<file path="src/rtl/id_ex_stage.sv">
// Purpose: ID/EX pipeline register with load-use stall, bubble insertion, branch flush and WB bypass.
// Latency: one cycle ID->EX; a load-use hazard costs exactly one bubble.
// Backpressure: Stall (combinational from ID_EX state) holds PC and IF/ID; Flush overrides it.
//
// Ports:
//   clk, rst                        clock and synchronous active-high reset
//   IF_ID_RegisterRs/Rt, ID_*       decoded instruction fields, operands and control from ID
//   Flush                           squash the instruction currently in ID
//   MEM_WB_RegWrite/RegisterRd,
//   WB_Data                         same-cycle register-file write, bypassed into captured operands
//   Stall                           load-use hazard detected and not overridden by Flush
//   ID_EX_*                         registered copies of the ID inputs (zero when a bubble)
//   StallCount, FlushCount          saturating event counters

module id_ex_stage #(
    parameter int DATA_W = 32,
    parameter int REG_AW = 5,
    parameter int CNT_W  = 16
) (
    input  logic              clk,
    input  logic              rst,
    input  logic [REG_AW-1:0] IF_ID_RegisterRs,
    input  logic [REG_AW-1:0] IF_ID_RegisterRt,
    input  logic [REG_AW-1:0] ID_RegisterRd,
    input  logic              ID_UsesRt,
    input  logic [DATA_W-1:0] ID_ReadData1,
    input  logic [DATA_W-1:0] ID_ReadData2,
    input  logic [DATA_W-1:0] ID_Imm,
    input  logic              ID_RegWrite,
    input  logic              ID_MemRead,
    input  logic              ID_MemWrite,
    input  logic              ID_MemtoReg,
    input  logic              ID_ALUSrc,
    input  logic [3:0]        ID_ALUOp,
    input  logic              Flush,
    input  logic              MEM_WB_RegWrite,
    input  logic [REG_AW-1:0] MEM_WB_RegisterRd,
    input  logic [DATA_W-1:0] WB_Data,
    output logic              Stall,
    output logic [REG_AW-1:0] ID_EX_RegisterRs,
    output logic [REG_AW-1:0] ID_EX_RegisterRt,
    output logic [REG_AW-1:0] ID_EX_RegisterRd,
    output logic              ID_EX_UsesRt,
    output logic [DATA_W-1:0] ID_EX_ReadData1,
    output logic [DATA_W-1:0] ID_EX_ReadData2,
    output logic [DATA_W-1:0] ID_EX_Imm,
    output logic              ID_EX_RegWrite,
    output logic              ID_EX_MemRead,
    output logic              ID_EX_MemWrite,
    output logic              ID_EX_MemtoReg,
    output logic              ID_EX_ALUSrc,
    output logic [3:0]        ID_EX_ALUOp,
    output logic [CNT_W-1:0]  StallCount,
    output logic [CNT_W-1:0]  FlushCount
);

    typedef struct packed {
        logic [REG_AW-1:0] rs;
        logic [REG_AW-1:0] rt;
        logic [REG_AW-1:0] rd;
        logic              uses_rt;
        logic [DATA_W-1:0] rd1;
        logic [DATA_W-1:0] rd2;
        logic [DATA_W-1:0] imm;
        logic              reg_write;
        logic              mem_read;
        logic              mem_write;
        logic              mem_to_reg;
        logic              alu_src;
        logic [3:0]        alu_op;
    } ex_t;

    ex_t              ex_q, ex_d;
    logic [CNT_W-1:0] stall_cnt_q, stall_cnt_d;
    logic [CNT_W-1:0] flush_cnt_q, flush_cnt_d;

    logic haz;
    logic byp_rs;
    logic byp_rt;

    always_comb begin
        // The load in EX cannot supply its value until MEM, so a dependent
        // instruction in ID must wait one cycle. $0 is hard-wired, never a hazard.
        haz = ex_q.mem_read && (ex_q.rt != '0) &&
              ((ex_q.rt == IF_ID_RegisterRs) ||
               (ID_UsesRt && (ex_q.rt == IF_ID_RegisterRt)));
        // A taken branch discards the dependent instruction anyway, so no stall.
        Stall = haz && !Flush;

        // The register file is read before the WB write lands, so forward it here.
        byp_rs = MEM_WB_RegWrite && (MEM_WB_RegisterRd != '0) &&
                 (MEM_WB_RegisterRd == IF_ID_RegisterRs);
        byp_rt = MEM_WB_RegWrite && (MEM_WB_RegisterRd != '0) &&
                 (MEM_WB_RegisterRd == IF_ID_RegisterRt);

        ex_d = '0;
        if (!(Flush || haz)) begin
            ex_d.rs         = IF_ID_RegisterRs;
            ex_d.rt         = IF_ID_RegisterRt;
            ex_d.rd         = ID_RegisterRd;
            ex_d.uses_rt    = ID_UsesRt;
            ex_d.rd1        = byp_rs ? WB_Data : ID_ReadData1;
            ex_d.rd2        = byp_rt ? WB_Data : ID_ReadData2;
            ex_d.imm        = ID_Imm;
            ex_d.reg_write  = ID_RegWrite;
            ex_d.mem_read   = ID_MemRead;
            ex_d.mem_write  = ID_MemWrite;
            ex_d.mem_to_reg = ID_MemtoReg;
            ex_d.alu_src    = ID_ALUSrc;
            ex_d.alu_op     = ID_ALUOp;
        end

        stall_cnt_d = stall_cnt_q;
        if (Stall && (stall_cnt_q != '1)) begin
            stall_cnt_d = stall_cnt_q + 1'b1;
        end
        flush_cnt_d = flush_cnt_q;
        if (Flush && (flush_cnt_q != '1)) begin
            flush_cnt_d = flush_cnt_q + 1'b1;
        end
    end

    always_ff @(posedge clk) begin
        if (rst) begin
            ex_q        <= '0;
            stall_cnt_q <= '0;
            flush_cnt_q <= '0;
        end else begin
            ex_q        <= ex_d;
            stall_cnt_q <= stall_cnt_d;
            flush_cnt_q <= flush_cnt_d;
        end
    end

    assign ID_EX_RegisterRs = ex_q.rs;
    assign ID_EX_RegisterRt = ex_q.rt;
    assign ID_EX_RegisterRd = ex_q.rd;
    assign ID_EX_UsesRt     = ex_q.uses_rt;
    assign ID_EX_ReadData1  = ex_q.rd1;
    assign ID_EX_ReadData2  = ex_q.rd2;
    assign ID_EX_Imm        = ex_q.imm;
    assign ID_EX_RegWrite   = ex_q.reg_write;
    assign ID_EX_MemRead    = ex_q.mem_read;
    assign ID_EX_MemWrite   = ex_q.mem_write;
    assign ID_EX_MemtoReg   = ex_q.mem_to_reg;
    assign ID_EX_ALUSrc     = ex_q.alu_src;
    assign ID_EX_ALUOp      = ex_q.alu_op;
    assign StallCount       = stall_cnt_q;
    assign FlushCount       = flush_cnt_q;

endmodule

</file>
<file path="config.mk">
export PLATFORM = sky130hd
export DESIGN_NAME = id_ex_stage
export DESIGN_NICKNAME = d
export VERILOG_FILES = /design/src/rtl/id_ex_stage.sv
export SDC_FILE = /design/constraint.sdc
export NUM_CORES = 1
export LEC_CHECK = 0
export ABC_AREA = 1
export BUFFER_PORTS_ARGS = -buffer_cell sky130_fd_sc_hd__buf_4
export CAP_MARGIN = 20
export CORE_UTILIZATION = 35
export DETAILED_ROUTE_END_ITERATION = 10
export HOLD_SLACK_MARGIN = 0.12
export SLEW_MARGIN = 20
export SYNTH_ARGS = -nofsm -noshare
export SYNTH_HDL_FRONTEND = slang
export SYNTH_SLANG_ARGS = --single-unit
export TNS_END_PERCENT = 50
</file>
<file path="constraint.sdc">
create_clock -name clk -period 1.9 [get_ports clk]
set_input_delay 0.38 -clock clk [delete_from_list [all_inputs] [get_ports clk]]
set_output_delay 0.38 -clock clk [all_outputs]
set_load 0.01 [all_outputs]
</file>
==> results of run 1 <==
where the power goes:
group | total, mW | leakage, nW | switching (mW) | internal [mW]
sequential | 3.36 | 1.25 | 0.0394 | 3.32
clock | 3.64 | 0.304 | 1.52 | 2.12
combinational | 0.941 | 3.10 | 0.459 | 0.482
worst max-delay path: stages, from the launching register on:
cell	delay [ns]
dfxtp_4	0.37
inv_2	0.04
nand2_1	0.05
nand2_1	0.07
nor2_2	0.12
nand3_2	0.09
nand2_4	0.09
nand2_4	0.06
nor2_4	0.11
buf_6	0.11
kinds of logic after synthesis:
kind of cell	Yosys count
and+or+nand+nor	399
DFF	153
buffers and inverters	131
AOI/OAI and AO/OA	95
xor gates and xnor gates	13
adders and majority gates	2
path summary, 6_finish.rpt:
path / slack (ns) / from / cells past startpoint / end
worst max-delay path: -0.02 / ID_EX_RegisterRt[0]$_SDFF_PP0_ / 9 / Stall
worst min register to register: 0.47 / FlushCount[14]$_SDFFE_PP0P_ / 2 / FlushCount[14]$_SDFFE_PP0P_
worst max register to register: 0.18 / FlushCount[1]$_SDFFE_PP0P_ / 9 / FlushCount[3]$_SDFFE_PP0P_
worst min-delay path: 0.17 / ID_Imm[18] / 3 / ID_EX_Imm[18]$_SDFF_PP0_
cell usage after synthesis, types with 2 or more instances:
| cell | instances |
|---|---|
| nand2_1 | 161 |
| clkbuf_1 | 2 |
| nand3_2 | 4 |
| buf_6 | 7 |
| buf_8 | 3 |
| nand4_1 | 8 |
| nand4_2 | 2 |
| a21oi_2 | 10 |
| nor2_2 | 5 |
| nand2_2 | 4 |
| inv_2 | 6 |
| dfxtp_1 | 153 |
| xor2_1 | 8 |
| nor3_1 | 11 |
| nor3_4 | 2 |
| nor3b_1 | 2 |
| buf_2 | 21 |
| nand3_1 | 79 |
| xnor2_1 | 5 |
| o21ai_0 | 12 |
| ha_1 | 2 |
| inv_1 | 90 |
| a21oi_1 | 67 |
| nor2_1 | 117 |
sequential cells by signal, indices dropped and copies added, names as in the netlist, 4 cells and up:
signal / count
FlushCount: 16
ID_EX_ALUOp: 4
ID_EX_Imm: 32
ID_EX_ReadData1: 32
ID_EX_ReadData2: 32
ID_EX_RegisterRd: 5
ID_EX_RegisterRs: 5
ID_EX_RegisterRt: 5
StallCount: 16
layer usage:
| layer | vias to the layer above | GRT usage, % |
|---|---|---|
| met5 | - | 0 |
| li1 | 3148 | - |
| met2 | 202 | 39.1 |
| met3 | 27 | 5.59 |
| met1 | 2761 | 27.2 |
| met4 | 0 | 7.89 |
cell type report:
cell class / instances / area share [%]
Multi-Input combinational cell: 509 / 25.9
Clock buffer: 17 / 4.52
Tap cell: 220 / 2.93
Clock inverter: 15 / 2.17
Timing Repair Buffer: 338 / 27.9
Inverter: 96 / 3.83
Sequential cell: 153 / 32.7
stage by stage:
step | setup TNS (ns) | power, mW | hold slack, ns | util [%] | instances
2_1_floorplan | 0 | 3.80 | 0.476 | - | 793
3_3_place_gp | 0 | 4.36 | 0.451 | 52.0 | 1311
3_5_place_dp | 0 | 4.37 | 0.459 | 52.0 | 1311
6_report | -0.0173 | 7.94 | 0.165 | 56.1 | 1348
4_1_cts | -0.0618 | 8.01 | 0.151 | 56.0 | 1346
5_1_grt | -0.104 | 8.23 | 0.150 | 56.1 | 1348
what timing repair did:
action | CTS | global route
setup endpoints to repair | 1 | 1
setup buffers | 3 | 2
pin swaps | 7 | 5
gates resized for setup | 13 | 4
endpoints found under the hold margin | 0 | 0
==> results.yml, run 1 <==
drt:
  wl_per_cell_um: 15.2
  wl_met1_mm: 8.51
  drt_iter0_drc: 257
  viasPerCell: 4.55
  drt_first_pass_iters: 4
  wl_met3_mm: 1.40
  wl_met2_mm: 10.2
  vias: 6138
  antenna_left: 0
  top_layer_used: "met4"
  drc: 0
  finalWirelength_mm: 20.5
final_layout:
  fin_nets: 1279
  num-fill-cells: 1629
  layout_commonest_cell: "buf_4"
  final_cell_mix: "buf_4, nand2_1, dfxtp_1"
  multi_input_area_um2: 2440
  syn_to_final_growth_pct: 54.8
  drive_above_1_share_pct: 37.1
  design_area_um2: 9410
  antenna_cells_inserted: 0
  final-seq-area_um2: 3080
yosys:
  syn_inst: 793
  ys_warn_count: 0
  synth_area_leaders: "dfxtp_1, nand2_1, nor2_1"
  synth-edff-count: 0
  synth_seq_cells: 153
  syn_area_um2: 6080
  synth_top_family_by_area: "simple AND/OR/NAND/NOR gates"
  synth_xor_area_share_pct: 1.87
  synth_fa_ha_area_share_pct: 0.412
  post_synth_mux_area_share_pct: 0
  yosys.area_share.simple_pct: 28.7
  syn_nets: 957
  synth_compound_area_share_pct: 8.66
  post-synth-top-area-cell: "dfxtp_1"
  synthFlopType: "dfxtp_1"
  synth_cell_types: 36
  async_flop_share_pct: 0
  avgSynthCellArea_um2: 7.67
  ys_seq_area_share_pct: 50.4
  yosys.area.top_type_share_pct: 50.4
timing:
  period_minus_slack_ns: 1.92
  relSlewSlack_pct: 79.3
  max_freq_mhz: 522
  min_period_over_period_pct: 101
  rsz0062_at_grt: "yes"
  finalHoldViolCount: 0
  tightest_slew_ns: 0.310
  clock_skew_ns: 0.00830
  setup_ws_ns: -0.0173
  slew_viol_final: 0
  setup_viol: 1
power_and_ir_drop:
  cellLeakagePower_nw: 4.66
  ir_drop_mv: 0.614
  p_per_area_nw_per_um2: 843
setup_path:
  start_kind: "register"
  path_class: "reg -> out"
  worstPathArrival_ns: 1.54
  cp.required_ns: 1.52
  setup.worst_path.end_class: "primary output"
  cp_max_fo: 5
clock_network:
  cts_sinks: 153
  tritoncts: "done"
  clk_pin_slew_ns: 0.07
  insertion_delay_ns: 0.42
  clock-root-buffer: "clkbuf_16"
  ctsHtreeMaxLevel: 4
  cts_buffers: 17
  cts.path.max_buffers: 2
  cts_hold_buf: 0
floorplanning:
  start_util_pct: 36.3
  num_rows: 47
  die_y_um: 134
  die_x_um: 134
  io_pins: 316
  die_area_um2: 17900
  core_um2: 16800
hold_path:
  hp-class: "in -> reg"
grt:
  grt_use_total_pct: 22.6
  grt_pass1_vias: 5731
  grt-ovfl-total: 0
  grt_max_degree: 56
  grt_pass1_wl_mm: 31.3
  antenna_found_initial: 0
place:
  place_worst_setup_slack_ns: 0.172
  port_buffers: 315
  place.gp.congestion: 0.876
  dpl.hpwl_mm: 15.2
  placed_cell_area_um2: 8710
run_status:
  status: "finished with violations"
  violations: "negative setup slack"
flow_run:
  maxCapViolations: 0
Power figures use the tool's default switching activity.
==> inputs of run 2 (changes only) <==
==> constraint.sdc (replaced) <==
create_clock -name clk -period 1.9 [get_ports clk]
set_input_delay 0.285 -clock clk [delete_from_list [all_inputs] [get_ports clk]]
set_output_delay 0.285 -clock clk [all_outputs]
set_load 0.01 [all_outputs]
==> run 2 against run 1 <==
The flow now finishes without violations. Sequential power about the same. Total power fell by 0.31%. Cell count grew 5.3%.
==> results.yml, run 2 (synthesis results as in run 1) <==
power_and_ir_drop:
  p_int_mw: 5.89
  combPwrFrac_pct: 13.5
  p_per_area_nw_per_um2: 781
  cellLeakagePower_nw: 4.93
  total_power_mw: 7.91
  seqPwrFrac_pct: 42.4
  sw_frac_of_total_pct: 25.5
  p_sw_mw: 2.02
  ir_drop_mv: 0.585
  p_clk_share_pct: 44.1
clock_network:
  tritoncts: "done"
  cts.path.max_buffers: 2
  insertion_delay_ns: 0.41
  clk_pin_slew_ns: 0.07
  clock-root-buffer: "clkbuf_16"
  ctsHtreeMaxLevel: 4
  cts_buffers: 17
  cts_sinks: 153
place:
  placed_cell_area_um2: 8680
  port_buffers: 315
  dpl.hpwl_mm: 15.2
  placedCellCount: 1308
  place.gp.congestion: 0.852
timing:
  max_freq_mhz: 546
  finalHoldViolCount: 0
  min_period_over_period_pct: 96.4
  tightest_slew_ns: 0.382
  rsz0062_at_grt: "yes"
  relSlewSlack_pct: 74.5
  period_minus_slack_ns: 1.83
  clock_skew_ns: 0.0121
  slew_viol_final: 0
  holdWs_ns: 0.134
  setup_viol: 0
floorplanning:
  num_rows: 47
  start_util_pct: 36.3
  die_x_um: 134
  die_y_um: 134
  core_um2: 16800
  io_pins: 316
  die_area_um2: 17900
final_layout:
  antenna_cells_inserted: 0
  syn_to_final_growth_pct: 66.5
  design_area_um2: 10100
  finalCoreUtilization_pct: 60.4
  layout_commonest_cell: "buf_4"
  fin_nets: 1351
  drive_above_1_share_pct: 34.5
  final_cell_mix: "buf_4, nand2_1, dfxtp_1"
  instances_no_fill: 1420
drt:
  wl_met2_mm: 10.6
  drc: 0
  wl_per_cell_um: 14.9
  top_layer_used: "met5"
  wl_met3_mm: 1.26
  vias: 6436
  antenna_left: 0
  finalWirelength_mm: 21.2
  drt_iter0_drc: 232
  drt_first_pass_iters: 4
  viasPerCell: 4.53
  wl_met1_mm: 8.76
flow_run:
  maxCapViolations: 0
grt:
  grt-ovfl-total: 0
  grt_pass1_wl_mm: 32.3
  grt_use_total_pct: 23.2
  grt_pass1_vias: 6297
  antenna_found_initial: 1
  grt_max_degree: 45
setup_path:
  worstPathArrival_ns: 1.55
  start_kind: "register"
  setup.worst_path.end_class: "primary output"
  cp.required_ns: 1.62
  path_class: "reg -> out"
  cp_max_fo: 4
run_status:
  status: "completed"
hold_path:
  hp-class: "in -> reg"
-- run 2: cell types whose count changed in the layout (fill, tap and decap cells not counted), moves of 2 or more --
| cell | previous run | this run |
|---|---|---|
| dlygate4sd3_1 | 0 | 78 |
| buf_4 | 330 | 324 |
| nand2_1 | 161 | 159 |
| nand2_2 | 3 | 5 |
| inv_6 | 5 | 7 |
-- run 2: area by class of cell --
cell class                      count  area, um^2
Timing Repair Buffer              410        3360
Tap cell                          220         275
Sequential cell                   153        3080
Clock inverter                     15         178
Inverter                           96         363
Multi-Input combinational cell    509        2440
Fill cell                        1572        6640
Clock buffer                       17         425
-- run 2: power groups by stage --
stage | logic [mW] | clock network [mW] | registers (mW)
after floorplan | 0.320 | 0 | 3.48
final | 1.07 | 3.49 | 3.36
after global routing | 1.16 | 3.67 | 3.36
after CTS | 1.07 | 3.55 | 3.36
after global placement | 0.927 | 0 | 3.43
after detailed placement | 0.930 | 0 | 3.43
-- run 2: routing by layer --
layer | GRT usage [%] | vias up
met2 | 41.0 | 201
met5 | 0 | -
met4 | 9.60 | 2
met3 | 5.25 | 36
met1 | 26.9 | 2911
li1 | - | 3286
-- run 2: worst max-delay path: stages, from the launching register on --
cell     delay, ns
dfxtp_2       0.36
inv_2         0.06
nand2_2       0.05
nand2_1       0.04
nor2_1        0.12
nand3_2       0.11
nand2_4       0.10
nand2_4       0.06
nor2_4        0.12
buf_6         0.12
-- run 2: repair_timing --
action / in CTS / in global routing
setup buffers: 2 / 1
endpoints found under the setup margin: 1 / 1
pin swaps: 5 / 6
hold endpoints to repair: 78 / 0
hold buffers: 78 / 0
gates resized for setup: 9 / 10
-- run 2: path summary, 6_finish.rpt --
kind	end	cells after the start	start	slack (ns)
worst min-delay path	ID_EX_ReadData2[28]$_SDFF_PP0_	3	ID_ReadData2[28]	0.13
worst max register to register	FlushCount[3]$_SDFFE_PP0P_	9	FlushCount[0]$_SDFFE_PP0P_	0.21
worst min register to register	FlushCount[14]$_SDFFE_PP0P_	2	FlushCount[14]$_SDFFE_PP0P_	0.46
worst max-delay path	Stall	9	ID_EX_RegisterRt[1]$_SDFF_PP0_	0.07
-- run 2: through the flow --
stage | TNS (ns) | setup WS (ns)
finish | 0 | 0.0679
detailed placement | 0 | 0.195
global placement | 0 | 0.207
floorplan | 0 | 0.368
global route | -0.0134 | -0.0134
CTS | 0 | 0.00391
==> inputs of run 3 (changes only) <==
--- a/config.mk
+++ b/config.mk
@@ -17,2 +17,2 @@
 export SYNTH_SLANG_ARGS = --single-unit
-export TNS_END_PERCENT = 50
+export TNS_END_PERCENT = 1
--- a/constraint.sdc
+++ b/constraint.sdc
@@ -3,2 +3,2 @@
 set_output_delay 0.285 -clock clk [all_outputs]
-set_load 0.01 [all_outputs]
+set_load 0.05 [all_outputs]
==> run 3 against run 2 <==
The run now ends with negative setup slack left. Critical path type unchanged. Total power up 7.1%. Via count rose by 4.2%. Non-clock buffer count rose by 46. Worst hold slack better by 0.0034 ns.
==> results.yml, run 3 (synthesis results as in run 1) <==
power_and_ir_drop:
  total_power_mw: 8.47
  cellLeakagePower_nw: 5.15
  p_int_mw: 6.08
  p_per_area_nw_per_um2: 801
  sw_frac_of_total_pct: 28.2
  p_sw_mw: 2.39
  ir_drop_mv: 0.625
  p_clk_share_pct: 42.8
  combPwrFrac_pct: 17.6
  seqPwrFrac_pct: 39.6
place:
  dpl.hpwl_mm: 15.4
  placedCellCount: 1315
  placed_cell_area_um2: 8730
  port_buffers: 315
  place.gp.congestion: 0.833
setup_path:
  worstPathArrival_ns: 1.63
  setup.worst_path.end_class: "primary output"
  rrSetupSlack_ns: 0.22
  cp-startpoint: "ID_EX_RegisterRt[3]$_SDFF_PP0_"
  cp_max_fo: 4
  r2r_start: "FlushCount[1]$_SDFFE_PP0P_"
  cp.required_ns: 1.62
  start_kind: "register"
  path_class: "reg -> out"
flow_run:
  maxCapViolations: 0
final_layout:
  final-seq-area_um2: 3070
  design_area_um2: 10600
  fin_nets: 1397
  antenna_cells_inserted: 0
  num-fill-cells: 1447
  finalCoreUtilization_pct: 63.1
  multi_input_area_um2: 2440
  syn_to_final_growth_pct: 73.9
  layout_commonest_cell: "buf_4"
  instances_no_fill: 1466
  final_cell_mix: "buf_4, nand2_1, dfxtp_1"
  drive_above_1_share_pct: 33.9
hold_path:
  hp-class: "in -> reg"
  hold_start: "ID_ReadData2[14]"
timing:
  clock_skew_ns: 0.0100
  max_freq_mhz: 523
  finalHoldViolCount: 0
  period_minus_slack_ns: 1.91
  min_period_over_period_pct: 101
  tightest_slew_ns: 0.404
  setup_ws_ns: -0.0139
  setup_viol: 1
  slew_viol_final: 0
  rsz0062_at_grt: "yes"
  fin_setup_tns_ns: -0.0139
  relSlewSlack_pct: 73.1
floorplanning:
  die_x_um: 134
  num_rows: 47
  io_pins: 316
  die_area_um2: 17900
  core_um2: 16800
  start_util_pct: 36.3
  die_y_um: 134
run_status:
  status: "finished with violations"
  violations: "negative setup slack"
drt:
  drc: 0
  viasPerCell: 4.57
  drt_iter0_drc: 272
  finalWirelength_mm: 21.9
  vias: 6704
  drt_first_pass_iters: 5
  wl_per_cell_um: 14.9
  antenna_left: 0
grt:
  grt_use_total_pct: 24.4
  antenna_found_initial: 0
  grt-ovfl-total: 0
  grt_pass1_wl_mm: 34.0
  grt_max_degree: 34
  grt_pass1_vias: 6648
clock_network:
  cts_buffers: 17
  cts_sinks: 153
  clock-root-buffer: "clkbuf_16"
  tritoncts: "done"
  cts.path.max_buffers: 2
  ctsHtreeMaxLevel: 4
  insertion_delay_ns: 0.43
  clk_pin_slew_ns: 0.07
==> run 3: changes by cell type in the layout (fill, tap and decap cells not counted), sizes merged <==
| cell | before | now |
|---|---|---|
| buf | 332 | 342 |
| dlygate4sd3 | 78 | 114 |
| clkinvlp | 3 | 2 |
| clkinv | 0 | 4 |
| bufinv | 2 | 3 |
| inv | 106 | 102 |
==> run 3: stage by stage <==
step | hold slack (ns) | setup slack [ns]
2_1_floorplan | 0.390 | 0.00191
6_report | 0.137 | -0.0139
3_5_place_dp | 0.460 | 0.234
4_1_cts | 0.122 | -0.0159
5_1_grt | 0.133 | -0.112
3_3_place_gp | 0.450 | 0.252
==> run 3: power groups by stage <==
stage	Clock [mW]	Sequential (mW)	Combinational, mW
final	3.62	3.36	1.49
after detailed placement	0	3.43	1.28
after CTS	3.70	3.36	1.49
after floorplan	0	3.82	0.320
after global routing	3.83	3.36	1.58
after global placement	0	3.43	1.28
==> run 3: repair_timing <==
action | CTS | global route
setup endpoints to repair | 1 | 1
endpoints found under the hold margin | 120 | 0
pin swaps | 9 | 3
buffers inserted | 5 | 0
hold buffers | 114 | 0
resized for setup | 8 | 3
==> run 3: worst paths after layout <==
check | end | depth (start not counted)
hold / removal | ID_EX_ReadData2[14]$_SDFF_PP0_ | 3
setup / recovery | Stall | 9
hold reg to reg | FlushCount[14]$_SDFFE_PP0P_ | 2
setup reg to reg | FlushCount[2]$_SDFFE_PP0P_ | 9
==> run 3: area by class of cell <==
cell class / instances / share of cell area [%]
Clock buffer: 17 / 4.02
Tap cell: 220 / 2.60
Inverter: 96 / 3.41
Timing Repair Buffer: 456 / 35.9
Multi-Input combinational cell: 509 / 23.0
Clock inverter: 15 / 1.99
Sequential cell: 153 / 29.1
==> run 3: critical path: stages (launching register included) <==
cell and delay (ns):
dfxtp_2 0.36, inv_2 0.05, nand2_1 0.05, nand2_1 0.07, nor2_2 0.14, nand3_2 0.10
nand2_4 0.10, nand2_4 0.05, nor2_4 0.11, buf_8 0.16
==> run 3: layer usage <==
metal	GRT usage (%)	up-vias	routed length, um
met2	42.0	236	10700
met1	28.8	3033	8860
met4	11.3	0	749
li1	-	3390	-
met5	0	-	0
met3	5.67	45	1490
